===== src/rtl/postif_queue_pkg.sv =====
// rtl/postif_queue_pkg.sv - shared constants and entry layout for the post-IF queue and ID-side consumers
package postif_queue_pkg;

  localparam logic RST_ENABLE   = 1'b1;
  localparam int   DEF_PC_W     = 32;
  localparam int   DEF_EXC_W    = 32;
  localparam int   ENTRY_FLAG_W = 2;

  // Entry layout {pc, exc, ren, ivalid} at the default field widths.
  typedef struct packed {
    logic [DEF_PC_W-1:0]  pc;
    logic [DEF_EXC_W-1:0] exc;
    logic                 ren;
    logic                 ivalid;
  } postif_entry_t;

  function automatic logic [ENTRY_FLAG_W-1:0] make_flags(input logic ren,
                                                         input logic branch_shadow);
    return {ren, ~branch_shadow};
  endfunction

endpackage


===== src/rtl/postif_queue_ptr.sv =====
// rtl/postif_queue_ptr.sv - head/tail pointers and occupancy counter with reset/flush priority
module postif_queue_ptr #(
  parameter int DEPTH = 4,
  localparam int AW = $clog2(DEPTH),
  localparam int CW = AW + 1
) (
  input  logic          clock_i,
  input  logic          reset_i,
  input  logic          flush_i,
  input  logic          wr_i,
  input  logic          rd_i,
  output logic [AW-1:0] head_o,
  output logic [AW-1:0] tail_o,
  output logic [CW-1:0] count_o
);

  // Pointers are exactly log2(DEPTH) wide, so natural overflow is the modulo wrap.
  always_ff @(posedge clock_i or posedge reset_i) begin
    if (reset_i) begin
      head_o  <= '0;
      tail_o  <= '0;
      count_o <= '0;
    end else if (flush_i) begin
      head_o  <= '0;
      tail_o  <= '0;
      count_o <= '0;
    end else begin
      if (wr_i) tail_o <= tail_o + 1'b1;
      if (rd_i) head_o <= head_o + 1'b1;
      case ({wr_i, rd_i})
        2'b10:   count_o <= count_o + 1'b1;
        2'b01:   count_o <= count_o - 1'b1;
        default: count_o <= count_o;
      endcase
    end
  end

endmodule


===== src/rtl/postif_queue.sv =====
// rtl/postif_queue.sv - IF to post-IF decoupling FIFO; POSTIF_QUEUE_BYPASS_EN enables empty-queue bypass
module postif_queue
  import postif_queue_pkg::*;
#(
  parameter int DEPTH = 4,
  parameter int PC_W  = DEF_PC_W,
  parameter int EXC_W = DEF_EXC_W,
  localparam int AW = $clog2(DEPTH),
  localparam int CW = AW + 1
) (
  input  logic             clock_i,
  input  logic             reset_i,
  input  logic             flush_i,
  input  logic             branch_enable_i,
  input  logic             if_valid_i,
  output logic             if_ready_o,
  input  logic [PC_W-1:0]  if_pc_i,
  input  logic [EXC_W-1:0] if_exception_type_i,
  input  logic             if_inst_ren_i,
  output logic             postif_valid_o,
  input  logic             postif_ready_i,
  output logic [PC_W-1:0]  postif_pc_o,
  output logic [EXC_W-1:0] postif_exception_type_o,
  output logic             postif_inst_ren_o,
  output logic             postif_inst_valid_o,
  output logic [CW-1:0]    count_o
);

  logic [PC_W-1:0]         pc_mem   [DEPTH];
  logic [EXC_W-1:0]        exc_mem  [DEPTH];
  logic [ENTRY_FLAG_W-1:0] flag_mem [DEPTH];

  logic [AW-1:0]           head;
  logic [AW-1:0]           tail;
  logic                    empty;
  logic                    full;
  logic                    enq;
  logic                    deq;
  logic                    bypass;
  logic                    wr;
  logic                    rd;
  logic [ENTRY_FLAG_W-1:0] in_flags;
  logic [ENTRY_FLAG_W-1:0] head_flags;

  assign empty    = (count_o == '0);
  assign full     = (count_o == CW'(DEPTH));
  assign in_flags = make_flags(if_inst_ren_i, branch_enable_i);

  assign if_ready_o = !full && !flush_i;
  assign enq        = if_valid_i && if_ready_o;

`ifdef POSTIF_QUEUE_BYPASS_EN
  assign bypass = empty && if_valid_i && !flush_i;
`else
  assign bypass = 1'b0;
`endif

  assign postif_valid_o = !empty || bypass;
  assign deq            = postif_valid_o && postif_ready_i;

  // A bypassed entry taken downstream the same cycle never touches storage.
  assign wr = enq && !(bypass && postif_ready_i);
  assign rd = deq && !bypass;

  postif_queue_ptr #(
    .DEPTH (DEPTH)
  ) u_ptr (
    .clock_i (clock_i),
    .reset_i (reset_i),
    .flush_i (flush_i),
    .wr_i    (wr),
    .rd_i    (rd),
    .head_o  (head),
    .tail_o  (tail),
    .count_o (count_o)
  );

  always_ff @(posedge clock_i) begin
    if (wr) begin
      pc_mem[tail]   <= if_pc_i;
      exc_mem[tail]  <= if_exception_type_i;
      flag_mem[tail] <= in_flags;
    end
  end

  assign head_flags = flag_mem[head];

  always_comb begin
    postif_pc_o             = '0;
    postif_exception_type_o = '0;
    postif_inst_ren_o       = 1'b0;
    postif_inst_valid_o     = 1'b0;
    if (bypass) begin
      postif_pc_o             = if_pc_i;
      postif_exception_type_o = if_exception_type_i;
      postif_inst_ren_o       = in_flags[1];
      postif_inst_valid_o     = in_flags[0];
    end else if (!empty) begin
      postif_pc_o             = pc_mem[head];
      postif_exception_type_o = exc_mem[head];
      postif_inst_ren_o       = head_flags[1];
      postif_inst_valid_o     = head_flags[0];
    end
  end

endmodule


===== config.mk =====
export PLATFORM = sky130hd
export DESIGN_NAME = postif_queue
export DESIGN_NICKNAME = d
export VERILOG_FILES = /design/src/rtl/postif_queue_pkg.sv /design/src/rtl/postif_queue_ptr.sv /design/src/rtl/postif_queue.sv
export SDC_FILE = /design/constraint.sdc
export NUM_CORES = 1
export LEC_CHECK = 0
export CAP_MARGIN = 20
export CORE_MARGIN = 5
export CORE_UTILIZATION = 54
export DETAILED_ROUTE_END_ITERATION = 8
export GPL_TIMING_DRIVEN = 0
export MAX_ROUTING_LAYER = met4
export PLACE_DENSITY = 0.8
export SYNTH_ARGS = -nofsm -noshare
export SYNTH_HDL_FRONTEND = slang
export SYNTH_HIERARCHICAL = 1
export SYNTH_SLANG_ARGS = --single-unit
export TNS_END_PERCENT = 30

===== constraint.sdc =====
create_clock -name clock_i -period 9.35 [get_ports clock_i]
set_input_delay 1.87 -clock clock_i [delete_from_list [all_inputs] [get_ports clock_i]]
set_output_delay 1.87 -clock clock_i [all_outputs]
set_load 0.05 [all_outputs]

==> impl_metrics.tcl <==
set metrics [dict create \
    die_x_microns 149 \
    clkLatencyLatePin_ns 0.51 \
    synth_area_leaders "edfxtp_1, mux4_2, and2_1, dfrtp_1, buf_6" \
    syn_nets 533 \
    ff_latch_area_sq_um 8100 \
    finClkSkew_ns 0.0121 \
    fillers 1132 \
    crit_type "input pin to output port" \
    worst_pin_slew_ns 0.959 \
    r2r_slack_ns 6.38 \
    critPathRequiredTime_ns 7.48 \
    crit_path_start_kind "input pin" \
    via_count 5178 \
    path_cells "clkdlybuf4s50_1 > nor2_1 > clkdlybuf4s50_1" \
    critPathTopFamily "buffers and inverters" \
    powerDensity_nw_per_um2 318 \
    globalplace.congestion 0.728 \
    ys_warn_count 6 \
    layout-drive-gt1-share 0.231 \
    postCtsResizedCells 0 \
    post_drt_wl_per_cell_microns 21.6 \
    holdWs_ns 0.623 \
    grt_pass1_wl_microns 31800 \
    clock_sinks 271 \
    core_area_sq_um 18800 \
    hold_buffers 0 \
    yosysSeqAreaShare 0.780 \
    slowest_delay_ns 0.85 \
    final_area_sq_um 13400 \
    core.rowCount 50 \
    finalWorstSetupSlack_ns 3.71 \
    leakagePower_uw 0.00436 \
    cts_max_level 1 \
    worstPathArrival_ns 3.77 \
    syn_area_sq_um 10400 \
    synthCells 461 \
    clockRootBuffer "clkbuf_16" \
    drv_cap 0 \
    drc_errors 0 \
    status "complete, no violations" \
    antenna_found_initial 1 \
    cp.buffers_inverters 2 \
    synth_async_sr_flop_share 0.0258 \
    hold_path_class "register to register" \
    die_y_microns 149 \
    area_growth_syn_to_layout_pct 28.6 \
    grt_max_degree 14 \
    finalCriticalPeriod_ns 5.64 \
    synthFlopType "edfxtp_1" \
    yosys-top-cells-count "edfxtp_1, and2_1, mux4_2" \
    crit_path_frequent_cell "clkdlybuf4s50_1" \
    vdd_drop_max_mv 0.327 \
    firstDrtPassIters 4 \
    cts.path.max_buffers 3 \
    placed_cell_area_sq_um 12500 \
    fin_crit_sh 0.603 \
    overflow 0 \
    syn-mean-instance-area_sq_um 22.5 \
    yosys.area.top_type "edfxtp_1" \
    cts.clk_slew.worst_paths_ns 0.06 \
    ios 142 \
    rsz0062_at_grt "no" \
    initial_core_util 0.552 \
    dpl_worst_slack_ns 3.77 \
    synth_edf_count 264 \
    cts_tree "built" \
    numCtsBuffers 27 \
    fmax_mhz 177 \
    io_buffers 141 \
    grt_pass1_vias 5650 \
    critPathCaptureType "output port" \
    setup_viol 0 \
    post_cts_buffers 0 \
    hold_viol 0 \
    synth_most_common_cell "edfxtp_1" \
    viasPerCell 5.47 \
    die_area_sq_um 22100 \
    netlist.area_leader.share 0.763 \
    dp_hpwl_microns 14200 \
    relSlewSlack 0.359 \
    cp_slowest_cell "clkdlybuf4s50_1" \
    synth_cell_types 25 \
    synth-seq-cells 271 \
    drv_slew 0 \
    ant_nets 0 \
    nNetsFinal 742 \
    wl_microns 20400 \
    track_usage 0.192 \
    drt_iter0_markers 331 \
    multi_input_area_sq_um 2190 \
    path_max_fanout 13 \
]
==> per-stage QoR <==
stage	setup TNS (ns)	total power (uW)	util	std cells
4_1_cts	0	4310	0.709	942
3_3_place_gp	-1542.53	3270	0.644	862
3_5_place_dp	0	3290	0.665	898
2_1_floorplan	0	2680	-	461
6_report	0	4250	0.710	946
5_1_grt	0	4430	0.710	946
==> state kept, by name (all words and copies together), names as in the netlist <==
register and count:
u_ptr/tail_o 2, exc_mem 128, u_ptr/head_o 2, flag_mem 8
pc_mem 128, u_ptr/count_o 3
==> worst register-to-register path, stage by stage, from the launching register on <==
cell	delay (ns)
dfrtp_1	0.42
nor3b_1	0.22
clkbuf_2	0.17
nor3b_1	0.77
and2b_2	0.31
fa_1	0.39
nor3b_1	0.27
o21ai_0	0.13
nor3b_2	0.16
==> final timing paths <==
check | from | end | depth (start not counted)
max in group asynchronous | reset_i | u_ptr/count_o[0] | 2
max | flush_i | if_ready_o | 3
min | u_ptr/tail_o[1] | u_ptr/tail_o[1] | 2
min reg2reg | u_ptr/tail_o[1] | u_ptr/tail_o[1] | 2
min in group asynchronous | reset_i | u_ptr/count_o[2] | 2
max reg2reg | u_ptr/count_o[2] | u_ptr/count_o[2] | 8
==> power by group <==
part / switching [uW] / internal (uW)
clock network: 405 / 601
registers: 26.0 / 1400
logic: 1140 / 685
total: 1570 / 2680
==> cells by family (layout without fill, tap and decap cells) <==
logic type	after synthesis	after routing	share of synthesized area
DFF	271	271	0.780
and+or+nand+nor	92	92	0.0553
muxes	67	67	0.144
buffers and inverters	23	247	0.0128
xor gates and xnor gates	6	6	0.00578
adders and majority gates	1	1	0.00193
AOI/OAI and AO/OA	1	1	0.000481
other	0	1	0
==> area by class of cell <==
class,instances,share of cell area
Inverter,2,0.000562
Multi-Input combinational cell,167,0.164
Sequential cell,271,0.606
Timing Repair Buffer,180,0.134
Buffer,21,0.00936
Clock inverter,15,0.0104
Antenna cell,1,0.000187
Clock buffer,29,0.0511
Tap cell,260,0.0243
==> metal layers <==
metal	track usage	routed length, microns	vias up
met2	0.309	10200	174
li1	-	-	2293
met4	0.0430	365	0
met5	-	0	-
met3	0.0472	1480	33
met1	0.255	8350	2678
==> cells in the final DEF, fill, tap and decap left out, types with 7 or more instances in the layout <==
| master | instances |
|---|---|
| clkinv_1 | 9 |
| clkbuf_1 | 11 |
| buf_4 | 17 |
| dfrtp_1 | 7 |
| mux4_2 | 66 |
| buf_6 | 23 |
| buf_2 | 7 |
| clkdlybuf4s50_1 | 141 |
| edfxtp_1 | 264 |
| and2_1 | 67 |
| nor2_1 | 8 |
| clkbuf_16 | 27 |
No activity file was read; power rests on OpenSTA's default activity.
